==> src/rtl/coin_acceptor_tx_pkg.sv <==
// ============================================================================
// Module      : vending_pkg
// Description : Shared types for the coin acceptor transmitter: coin codes
//               stored in the coin queue and the emitter state encoding.
// Revision    : 1.0 - initial release
// ============================================================================
`default_nettype none

package vending_pkg;

  // Coin code held in each queue entry
  typedef enum logic {
    COIN_5  = 1'b0,
    COIN_10 = 1'b1
  } coin_t;

  // Emitter states
  typedef enum logic [1:0] {
    IDLE  = 2'd0,
    PULSE = 2'd1,
    GAP   = 2'd2
  } tx_state_t;

  // Counter widths sized for the legal parameter ranges
  localparam int DEB_CNT_W = 8;  // DEBOUNCE_CYCLES up to 255
  localparam int GAP_CNT_W = 4;  // MIN_GAP up to 15

endpackage

`default_nettype wire

==> src/rtl/coin_debounce.sv <==
// ============================================================================
// Module      : coin_debounce
// Description : Single-sensor debouncer. The debounced level flips after the
//               raw input has differed from it for DEBOUNCE_CYCLES
//               consecutive cycles; rise pulses for one cycle on each
//               debounced 0->1 transition.
// Revision    : 1.0 - initial release
// ============================================================================
`default_nettype none

module coin_debounce
  import vending_pkg::*;
#(
  parameter int DEBOUNCE_CYCLES = 4
) (
  input  logic clk,
  input  logic rst,
  input  logic in,
  output logic level,
  output logic rise
);

  localparam logic [DEB_CNT_W-1:0] CNT_LAST = DEB_CNT_W'(DEBOUNCE_CYCLES - 1);

  logic [DEB_CNT_W-1:0] cnt;
  logic                 level_d;

  // Count consecutive disagreeing samples, flip the level on the last one,
  // and register a one-cycle rise pulse from the delayed level copy
  always_ff @(posedge clk) begin
    if (rst) begin
      cnt     <= '0;
      level   <= 1'b0;
      level_d <= 1'b0;
      rise    <= 1'b0;
    end else begin
      if (in != level) begin
        if (cnt == CNT_LAST) begin
          level <= in;
          cnt   <= '0;
        end else begin
          cnt <= cnt + 1'b1;
        end
      end else begin
        cnt <= '0;
      end
      level_d <= level;
      rise    <= level & ~level_d;
    end
  end

endmodule

`default_nettype wire

==> src/rtl/coin_acceptor_tx.sv <==
// ============================================================================
// Module      : coin_acceptor_tx
// Description : Debounces the 5- and 10-cent coin sensors, queues coin events
//               in a small FIFO and emits one-cycle coin pulses to the
//               vending FSM with a minimum idle gap between pulses. Jammed
//               (simultaneous) or overflowing coins raise a reject pulse.
//               Optional macro COIN_ACCEPTOR_SYNC_EN inserts a two-flop
//               synchronizer ahead of each debouncer (+2 cycles latency).
// Revision    : 1.0 - initial release
// ============================================================================
`default_nettype none

module coin_acceptor_tx
  import vending_pkg::*;
#(
  parameter int DEBOUNCE_CYCLES = 4,
  parameter int MIN_GAP         = 2,
  parameter int FIFO_DEPTH      = 4
) (
  input  logic                          clk,
  input  logic                          rst,
  input  logic                          sens_5,
  input  logic                          sens_10,
  input  logic                          hold,
  output logic                          coin_5,
  output logic                          coin_10,
  output logic                          reject,
  output logic [$clog2(FIFO_DEPTH):0]   fifo_count
);

  localparam int                   AW       = $clog2(FIFO_DEPTH);
  localparam logic [AW:0]          DEPTH_V  = (AW + 1)'(FIFO_DEPTH);
  localparam logic [GAP_CNT_W-1:0] GAP_LAST = (MIN_GAP > 0) ? GAP_CNT_W'(MIN_GAP - 1) : '0;

  // --------------------------------------------------------------------------
  // Sensor conditioning
  // --------------------------------------------------------------------------
  logic in_5, in_10;

`ifdef COIN_ACCEPTOR_SYNC_EN
  logic [1:0] sync_5, sync_10;

  // Two-flop synchronizers for the asynchronous sensor levels
  always_ff @(posedge clk) begin
    if (rst) begin
      sync_5  <= 2'b00;
      sync_10 <= 2'b00;
    end else begin
      sync_5  <= {sync_5[0], sens_5};
      sync_10 <= {sync_10[0], sens_10};
    end
  end

  assign in_5  = sync_5[1];
  assign in_10 = sync_10[1];
`else
  assign in_5  = sens_5;
  assign in_10 = sens_10;
`endif

  logic level_5, level_10;
  logic rise_5, rise_10;

  coin_debounce #(.DEBOUNCE_CYCLES(DEBOUNCE_CYCLES)) u_deb_5 (
    .clk   (clk),
    .rst   (rst),
    .in    (in_5),
    .level (level_5),
    .rise  (rise_5)
  );

  coin_debounce #(.DEBOUNCE_CYCLES(DEBOUNCE_CYCLES)) u_deb_10 (
    .clk   (clk),
    .rst   (rst),
    .in    (in_10),
    .level (level_10),
    .rise  (rise_10)
  );

  // Debounced levels are not needed here; only the rise events matter
  logic unused_levels;
  assign unused_levels = level_5 ^ level_10;

  // --------------------------------------------------------------------------
  // Coin queue
  // --------------------------------------------------------------------------
  coin_t         mem [FIFO_DEPTH];
  logic [AW-1:0] wr_ptr, rd_ptr;
  logic [AW:0]   count;
  logic          full, ev_one, jam, push, pop;
  coin_t         ev_code, head;

  assign full    = (count == DEPTH_V);
  assign ev_one  = rise_5 ^ rise_10;
  assign jam     = rise_5 & rise_10;
  assign ev_code = rise_10 ? COIN_10 : COIN_5;
  // A full queue still accepts a coin when the head leaves in the same cycle
  assign push    = ev_one & (~full | pop);
  assign head    = mem[rd_ptr];

  // Queue storage; pointers wrap naturally at the power-of-two depth
  always_ff @(posedge clk) begin
    if (push) begin
      mem[wr_ptr] <= ev_code;
    end
  end

  // Queue pointers and occupancy
  always_ff @(posedge clk) begin
    if (rst) begin
      wr_ptr <= '0;
      rd_ptr <= '0;
      count  <= '0;
    end else begin
      if (push) wr_ptr <= wr_ptr + 1'b1;
      if (pop)  rd_ptr <= rd_ptr + 1'b1;
      case ({push, pop})
        2'b10:   count <= count + 1'b1;
        2'b01:   count <= count - 1'b1;
        default: count <= count;
      endcase
    end
  end

  assign fifo_count = count;

  // --------------------------------------------------------------------------
  // Emitter FSM
  // --------------------------------------------------------------------------
  tx_state_t            state, state_nxt;
  logic [GAP_CNT_W-1:0] gap_cnt, gap_cnt_nxt;

  // State, gap counter and registered output pulses
  always_ff @(posedge clk) begin
    if (rst) begin
      state   <= IDLE;
      gap_cnt <= '0;
      coin_5  <= 1'b0;
      coin_10 <= 1'b0;
      reject  <= 1'b0;
    end else begin
      state   <= state_nxt;
      gap_cnt <= gap_cnt_nxt;
      coin_5  <= pop & (head == COIN_5);
      coin_10 <= pop & (head == COIN_10);
      reject  <= jam | (ev_one & full & ~pop);
    end
  end

  // Next-state logic; hold only gates the start of a pulse, never the gap
  always_comb begin
    state_nxt   = state;
    gap_cnt_nxt = gap_cnt;
    pop         = 1'b0;
    case (state)
      IDLE: begin
        if ((count != '0) && !hold) begin
          pop       = 1'b1;
          state_nxt = PULSE;
        end
      end
      PULSE: begin
        gap_cnt_nxt = '0;
        state_nxt   = (MIN_GAP > 0) ? GAP : IDLE;
      end
      GAP: begin
        if (gap_cnt == GAP_LAST) begin
          gap_cnt_nxt = '0;
          state_nxt   = IDLE;
        end else begin
          gap_cnt_nxt = gap_cnt + 1'b1;
        end
      end
      default: begin
        state_nxt = IDLE;
      end
    endcase
  end

endmodule

`default_nettype wire
==> config.mk <==
export PLATFORM = sky130hd
export DESIGN_NAME = coin_acceptor_tx
export DESIGN_NICKNAME = d
export VERILOG_FILES = /design/src/rtl/coin_acceptor_tx_pkg.sv /design/src/rtl/coin_debounce.sv /design/src/rtl/coin_acceptor_tx.sv
export SDC_FILE = /design/constraint.sdc
export NUM_CORES = 1
export LEC_CHECK = 0
export CAP_MARGIN = 10
export CORE_MARGIN = 10
export CORE_UTILIZATION = 30
export DETAILED_ROUTE_END_ITERATION = 10
export GPL_TIMING_DRIVEN = 0
export SYNTH_ARGS = -nofsm -noshare
export SYNTH_HDL_FRONTEND = slang
export SYNTH_SLANG_ARGS = --single-unit
export TNS_END_PERCENT = 10
==> constraint.sdc <==
create_clock -name clk -period 1.9 [get_ports clk]
set_clock_uncertainty 0.2 [all_clocks]
set_input_delay 0.19 -clock clk [delete_from_list [all_inputs] [get_ports clk]]
set_output_delay 0.19 -clock clk [all_outputs]
set_load 0.1 [all_outputs]
### Yosys cells after proc, flatten, opt, wreduce, memory -nomap -nowiden

Memory sizes are Yosys's and may differ from the RTL's. A register that Yosys moved wholly into a read port is not among the register bits.
Index checks and enable logic that the tools add are counted.

* add/sub/neg operators: 7
* eq/ne operators: 12
* muxes and demuxes: 13
* bitwise operators: 18
* reduce and logical (&&, ||, !) cells: 11

Operators with widths (number)
* $add A8 B1 Y8 const B: 2
* $eq A8 B2 Y1 const B: 2
* $and A1 B1 Y1: 8
* $mux W2: 4
* $pmux W4 S2: 1
* $not A1 Y1: 7
* $pmux W2 S3: 1
* $pmux W3 S2: 1
* $reduce_and A2 Y1: 3
* $reduce_or A3 Y1: 2
* $mux W1: 5
* $add A2 B1 Y2 const B: 2
* $add A4 B1 Y4 const B: 1
* $eq A2 B1 Y1 const B: 2
* $eq A2 B2 Y1 const B: 2
* $eq A4 B1 Y1 const B: 1
* $mux W4: 1
* $ne A2 B2 Y1 const B: 2
* $reduce_bool A2 Y1: 2
* $add A3 B1 Y3 const B: 1
* $eq A3 B3 Y1 const B: 1
* $reduce_bool A3 Y1: 1
* $sub A3 B1 Y3 const B: 1
* $logic_not A2 Y1: 1
* other kinds (5): 7

* register bits after elaboration: 38
* bits in writable memories: 4
* output and inout port bits: 6
* memories kept: 1

Memory list
* mem: depth 4, width 1, rd ports 1, clocked after Yosys merged registers in 1, wr ports 1, line coin_acceptor_tx.sv:87 `coin_t mem [FIFO_DEPTH];`

### Logic depth before layout (Yosys ltp)

Gate-level depths: netlist of the first run.

* depth after elaboration: 8
* gate-level depth with buffers: 9
* gate-level depth less buffers: 9

### By module

From an unflattened synthesis of the first run, not the netlist that was laid out.

* cell total of the unflattened synthesis: 199
* area total of the unflattened synthesis: 1946.9 µm²

By module, submodules not included
* coin_acceptor_tx: times used 1, cells each 103, area each 1063.5 µm², sequential area each 480.5 µm²
* coin_debounce: times used 2, cells each 48, area each 441.7 µm², sequential area each 220.2 µm²

### Worst setup path after synthesis of the first run

Ideal clock, no wire load.

* path type: reg2reg
* start point: reg count[2] (netlist: fifo_count[2])
* end point: reg count[2] (netlist: fifo_count[2])
* setup time: 0.132 ns
* arrival time: 2.250 ns
* setup slack: -0.683 ns
* cell stages (with the launch flop): 8
* buffers on the path: 0
* period minus slack after synthesis: 2.583 ns
* cells stage by stage: dfxtp_1 or3_4 nand3_2 fa_1 nor2b_1 a21oi_1 a22oi_1 a21oi_1

* cells in the longest elaborated chain, start to end: 8
* elaborated cells on any way between the ends: 14
* classes of those cells: add/sub (2); eq/ne (3); mux (3); bitwise (3); reduce/logical (3)

RTL lines
* start: declaration: line coin_acceptor_tx.sv:89 `logic [AW:0] count;`
* start signal: assignment: line coin_acceptor_tx.sv:118 `2'b10: count <= count + 1'b1;`
* start signal: assignment: line coin_acceptor_tx.sv:119 `2'b01: count <= count - 1'b1;`
* start signal: assignment: line coin_acceptor_tx.sv:120 `default: count <= count;`
* $reduce_bool A3 Y1: line coin_acceptor_tx.sv:157 `if ((count != '0) && !hold) begin`
* $logic_and A1 B1 Y1: line coin_acceptor_tx.sv:157
* $mux W1: line coin_acceptor_tx.sv:157
* $mux W1: line coin_acceptor_tx.sv:155 `case (state)`
* $or A1 B1 Y1: line coin_acceptor_tx.sv:98 `assign push = ev_one & (~full | pop);`
* $and A1 B1 Y1: line coin_acceptor_tx.sv:98
* $eq A2 B1 Y1 or $eq A2 B2 Y1 (tied branches): line coin_acceptor_tx.sv:117 `case ({push, pop})`
* $pmux W3 S2 or $reduce_bool A2 Y1 (tied branches)

Several ways; a longest one is shown, not always the timed one.
A chain may end at the register's enable or synchronous reset.

### Worst setup path after layout of the first run

* start point: reg state[1]
* end point: reg count[2] (netlist: fifo_count[2])

* cells in the longest elaborated chain, start to end: 6
* elaborated cells on any way between the ends: 8
* classes of those cells: eq/ne (2); mux (2); bitwise (2); reduce/logical (2)

RTL lines
* start: declaration: line coin_acceptor_tx.sv:130 `tx_state_t state, state_nxt;`
* start signal: assignment: line coin_acceptor_tx.sv:142 `state <= state_nxt;`
* $logic_not A2 Y1 (*): line coin_acceptor_tx.sv:155
* $mux W1 (*): line coin_acceptor_tx.sv:155
* $or A1 B1 Y1: line coin_acceptor_tx.sv:98
* $and A1 B1 Y1: line coin_acceptor_tx.sv:98
* $eq A2 B1 Y1 or $eq A2 B2 Y1 (tied branches): line coin_acceptor_tx.sv:117
* $pmux W3 S2 or $reduce_bool A2 Y1 (tied branches)

Mark *: on every way between the ends. The rest lies on a longest branch, timed or not.

==> out/results.ini, run 1 <==
[cts]
clockBufferDepth = 2
cts_tree = built
cts_buffers = 5
cts.sink_count = 44
hold_buffers = 0
htreeDepth = 2
clk-insertion-delay-late_ns = 0.29
postCtsSetupBuffers = 0
clock-root-buffer = clkbuf_8
clk_pin_slew_ns = 0.08

[yosys]
synth_seq_cells = 44
ys.flop_type = dfxtp_1
synth_edf_count = 4
muxShareOfSynthArea_pct = 3.918
syn_area_mm2 = 0.001948
async_flop_share_pct = 0
synth_fa_ha_area_share_pct = 8.735
synth_top_family_by_area = simple AND/OR/NAND/NOR gates
synthSimpleGateAreaFrac_pct = 21.52
syn_area_per_cell_um2 = 9.790
seq_area_frac_synth_pct = 47.27
synth_xor_area_share_pct = 7.643
synthesis.nets = 217
synth-compound-area-share_pct = 7.836
yosysUniqueCellTypes = 45
synthCells = 199
ys_warn_count = 0

[cells_and_area]
n_antenna_cell = 0
area_delta_synth_final_pct = 18.88
drive_above_1_share_pct = 15.21
final_nets = 234
fill_cells = 668

[worst_hold_path]
worstHoldPathType = reg -> reg

[setup_path]
crit_type = reg -> reg
critPathCaptureType = flop
path_max_fanout = 5
startpoint_type = flop
crit_arrival_ns = 2.00
max_stage_delay_ns = 0.39
crit_slowest_cell = fa_2
crit_required_ns = 1.86
timing.critical_path.mode_cell = a21oi_1
cp_cell_sequence = inv_2 > ha_4 > and2b_2 > nand3_2 > fa_2 > nor2b_4 > a21oi_1 > a22oi_1 > a21oi_1

[sta]
holdWs_ns = 0.1825
setup_viol = 4
period_share_pct = 107.4
tightest_slew_ns = 0.9601
grt_setup_unrepaired = true
drv_slew = 0
slew-limit-headroom_pct = 36.25
hold_viol = 0
fmax_mhz = 490.1
fin_ws_ns = -0.1404
fin_crit_ns = 2.040

[route]
met2WireLength_mm = 1.424
wirelength_met1_mm = 1.631
route.detailed.drc = 0
highest_layer = met4
wl_met3_um = 160
viasPerCell = 4.575
wl_per_cell_um = 11.09
antenna_left = 0
wl_mm = 3.259
drt_pass1_iterations = 4
vias = 1345
drtIter0Drc = 21

[global_routing]
grt_pass1_wl_mm = 5.858
grt_max_degree = 15
grt-ovfl-total = 0
first_global_vias = 1343
track_usage_pct = 7.067
antenna_found_initial = 0

[floorplanning]
coreArea_mm2 = 0.006314
row_count = 29
dieHeight_um = 100.6
dieWidth_um = 100.6
ioPinCount = 11
initial_core_util_pct = 30.86
dieArea_mm2 = 0.01012

[power]
power_mw = 1.741
leakage_nw = 0.8550
peakVddDrop_mv = 0.3583
power_density_mw_per_mm2 = 751.5

[placed_design]
hpwl_mm = 2.330
place.gp.congestion = 0.7487
io_buffers = 10

[run_status]
status = complete, but fails checks
violations = negative setup slack

[flow_run]
cap_violations = 0

-- registers in the layout (all words and copies together) (netlist names), named ones only --
name / count
coin_10: 1
coin_5: 1
fifo_count: 3
gap_cnt: 4
mem: 4
rd_ptr: 2
reject: 1
state: 2
u_deb_10.cnt: 8
u_deb_10.level: 1
u_deb_10.level_d: 1
u_deb_10.rise: 1
u_deb_5.cnt: 8
u_deb_5.level: 1
u_deb_5.level_d: 1
u_deb_5.rise: 1
wr_ptr: 2
-- worst max-delay path: cells and delay by family, from the launching register on --
kind,cells,cell delay [ns]
compound gates,3,0.32
fa+ha+maj,2,0.54
simple gates,3,0.43
flops,1,0.34
buf+inv,1,0.08
-- per-layer routing --
layer	track usage [%]	vias to the layer above
met5	0	-
met4	3.152	0
met3	2.743	5
met2	11.25	15
met1	8.188	623
li1	-	702
-- through the flow --
stage | TNS [ns] | util, % | setup WS [ns] | area, µm² | instances
after floorplan | -0.1088 | - | -0.05960 | 1966 | 199
after global placement | -3.942 | 34.24 | -0.3095 | 2162 | 286
after detailed placement | -5.076 | 34.24 | -0.3934 | 2162 | 286
after CTS | -0.6833 | 36.60 | -0.1268 | 2311 | 294
after global routing | -2.078 | 36.68 | -0.2331 | 2316 | 294
final | -0.2435 | 36.68 | -0.1404 | 2316 | 294
-- kinds of logic (layout without fill, tap and decap cells) --
family,Yosys count,after routing
xor+xnor,17,17
buf+inv,16,34
fa+ha+maj,13,13
simple gates,81,81
mux,6,6
flops,44,44
compound gates,22,22
-- report_power, final --
group          switching, mW  total, mW  internal (mW)
Combinational         0.0581     0.0941         0.0361
Sequential           0.00765      0.947          0.940
Clock                  0.322      0.699          0.377
Total                  0.387       1.74           1.35
-- synthesized netlist by cell type (2+ instances only) --
cell,n,area share (%)
a21oi_1,7,1.8
and3_1,6,1.9
nor2_1,32,6.2
edfxtp_1,4,6.2
nor2b_1,6,1.9
clkbuf_1,2,0.39
xnor2_1,6,2.7
nand2_1,5,0.96
and2_1,4,1.3
dfxtp_1,40,41
o21ai_0,3,0.77
nand3_1,11,2.8
mux2_1,2,1.2
mux2i_1,2,1.0
nand2b_1,4,1.3
ha_1,12,7.7
nor3_1,2,0.51
inv_1,14,2.7
xor2_1,11,4.9
-- placed cells by master (no fill, tap or decap), types with 2 or more instances in the layout --
master,n
dfxtp_1,34
nor2_1,32
inv_1,11
nand3_1,11
xor2_1,11
ha_1,10
a21oi_1,7
xnor2_1,6
and3_1,6
clkbuf_8,6
nor2b_1,5
nand2_1,5
nand2b_1,4
and2_1,4
clkdlybuf4s50_1,4
edfxtp_1,4
inv_2,3
o21ai_0,3
dfxtp_4,3
dlygate4sd2_1,3
clkdlybuf4s15_2,3
dfxtp_2,3
clkbuf_1,2
mux2i_1,2
nor3_1,2
ha_4,2
-- cell type report --
class	count	area (µm²)	area share (%)
clock buffer	7	107.6	4.646
tap	77	96.34	4.160
sequential	44	935.9	40.41
multi-input combinational	139	1007	43.49
timing repair buffer	10	100.1	4.322
buffer	2	7.507	0.3241
inverter	14	52.55	2.269
clock inverter	1	8.758	0.3782
-- what timing repair did --
item | CTS | global route
resized for setup | 21 | 1
endpoints found under the setup margin | 19 | 13
pin swaps | 2 | 0
gates cloned | 0 | 0
-- path summary, 6_finish.rpt --
kind / startpoint / endpoint / slack, ns / depth (start not counted)
setup reg to reg: state[1] / fifo_count[2] / -0.14 / 9
setup / recovery: state[1] / fifo_count[2] / -0.14 / 9
hold / removal: u_deb_10.level_d / u_deb_10.rise / 0.18 / 1
hold reg to reg: u_deb_10.level_d / u_deb_10.rise / 0.18 / 1
No activity file was read; power rests on OpenSTA's default activity.
==> run 2, diff against run 1 <==
- CORE_UTILIZATION: 30 -> 52
- CTS_CLUSTER_DIAMETER: default -> 50
- PLACE_DENSITY: default -> 0.74
==> run 2 against run 1 <==
Against the previous run:
- the run still ends with negative setup slack left
- global-route usage is 4.5 points higher
- final cell count shrank 7.8%
- die area shrank 35%
- wire length rose by 16%
- critical path depth unchanged
- core utilization increased by 28 points
- critical path type unchanged
- critical endpoint unchanged
==> out/results.ini, run 2 (synthesis results as in run 1) <==
[run_status]
status = complete, but fails checks
violations = negative setup slack

[setup_path]
path_buf_inv = 1  ; unchanged
cp_top_family = adder cells
crit_slowest_cell = fa_2
crit_required_ns = 1.86  ; about the same
startpoint_type = flop
critPathCaptureType = flop
cp_cell_sequence = inv_2 > ha_4 > and2b_2 > nand3_4 > fa_2 > nor2b_4 > a21oi_2 > a22oi_1 > a21oi_1
path_max_fanout = 4  ; -1
crit_type = reg -> reg
max_stage_delay_ns = 0.41  ; +0.02 ns
crit_arrival_ns = 2.00  ; about the same

[cts]
clk-insertion-delay-late_ns = 0.29  ; about the same
htreeDepth = 2  ; unchanged
clk_pin_slew_ns = 0.08  ; about the same
cts_tree = built
cts.sink_count = 44  ; unchanged
clock-root-buffer = clkbuf_8
cts_buffers = 5  ; unchanged
clockBufferDepth = 2  ; unchanged
hold_buffers = 0  ; unchanged

[floorplanning]
dieWidth_um = 81.21  ; -19%
row_count = 22  ; -24%
coreArea_mm2 = 0.003633  ; -42%
initial_core_util_pct = 53.62  ; +23 points
dieArea_mm2 = 0.006594  ; -35%
ioPinCount = 11  ; unchanged
dieHeight_um = 81.21  ; -19%

[placed_design]
place.gp.congestion = 0.8268  ; +10%
dp_cells = 257  ; -10%
hpwl_mm = 2.604  ; +12%
io_buffers = 10  ; unchanged
post-place-ws_ns = -0.3500  ; +0.04339 ns

[route]
vias = 1427  ; +6.1%
wl_mm = 3.766  ; +16%
antenna_left = 0  ; unchanged
drt_pass1_iterations = 4  ; unchanged
route.detailed.drc = 0  ; unchanged
wl_per_cell_um = 13.90  ; +25%
viasPerCell = 5.266  ; +15%
drtIter0Drc = 62  ; +200%

[cells_and_area]
layout_common_cells = dfxtp_1 (34), nor2_1 (32), inv_1 (11), nand3_1 (11), xor2_1 (11)
drive_above_1_share_pct = 18.39  ; +3.2 points
final_cells = 271  ; -7.8%
top_regs = u_deb_10.cnt: 8 flops, u_deb_5.cnt: 8 flops
layout_commonest_cell = dfxtp_1
area_delta_synth_final_pct = 20.30
n_antenna_cell = 0  ; unchanged
final_nets = 240  ; +2.6%
finalCoreUtilization_pct = 64.50  ; +28 points

[sta]
grt_setup_unrepaired = true
hold_viol = 0  ; unchanged
setup_tns_ns = -0.4072  ; -0.1637 ns
period_share_pct = 107.2  ; -0.21 points
fin_ws_ns = -0.1364  ; +0.003968 ns
tightest_slew_ns = 0.9553  ; -0.004825 ns
fin_crit_ns = 2.036  ; -0.003968 ns
fmax_mhz = 491.1  ; +0.19%
slew-limit-headroom_pct = 36.57  ; +0.32 points
drv_slew = 0  ; unchanged
setup_viol = 9  ; +5

[global_routing]
grt-ovfl-total = 0  ; unchanged
first_global_vias = 1441  ; +7.3%
track_usage_pct = 11.60  ; +4.5 points
grt_pass1_wl_mm = 5.989  ; +2.2%
grt_max_degree = 14  ; -1
antenna_found_initial = 0  ; unchanged

[worst_hold_path]
worstHoldPathType = reg -> reg

[power]
power_mw = 1.732  ; -0.51%
power_density_mw_per_mm2 = 739.0  ; -1.7%
leakage_nw = 0.8811  ; +3.1%
peakVddDrop_mv = 0.4752  ; +33%

[flow_run]
cap_violations = 0  ; unchanged

run 2: changes by cell type in the layout (fill, tap and decap cells not counted), sizes merged:
| cell | change |
|---|---|
| buf | +6 |
| dlygate4sd2 | -1 |
| bufinv | +1 |
run 2: final cells by class:
cell class	instances	area (µm²)
fill	323	1290
multi-input combinational	139	1037
sequential	44	938.4
timing repair buffer	16	140.1
clock buffer	6	72.57
tap	48	60.06
inverter	14	52.55
clock inverter	2	35.03
buffer	2	7.507
run 2: routing by layer:
metal | track usage, % | share of wire (%) | vias to the layer above | wire length (µm)
met5 | 0 | 0 | - | 0
met4 | 5.363 | 2.5 | 0 | 95
met3 | 3.753 | 3.4 | 11 | 128
met2 | 21.66 | 53 | 17 | 1978
met1 | 11.34 | 42 | 683 | 1564
li1 | - | - | 716 | -
run 2: report_power, final:
part	switching, mW	total [mW]	leakage [nW]	internal (mW)
combinational	0.0647	0.110	0.463	0.0453
sequential	0.00846	0.947	0.363	0.939
clock	0.285	0.674	0.0552	0.390
run 2: final timing paths:
check	startpoint	endpoint	slack [ns]	cells after the start
worst max-delay path	state[1]	fifo_count[2]	-0.14	9
worst min-delay path	u_deb_5.level_d	u_deb_5.rise	0.19	1
worst max register to register	state[1]	fifo_count[2]	-0.14	9
worst min register to register	u_deb_5.level_d	u_deb_5.rise	0.19	1
run 2: what timing repair did:
action                                  CTS  global route
endpoints found under the setup margin   16            17
gates resized for setup                  12            18
buffers inserted                          0             6
pin swaps                                 0             6
run 2: through the flow:
stage | area, µm² | hold slack, ns
after floorplan | 1966 | 0.06912
after global placement | 2126 | 0.1724
after detailed placement | 2126 | 0.1852
after CTS | 2235 | 0.1964
after global routing | 2344 | 0.2119
final | 2344 | 0.1923
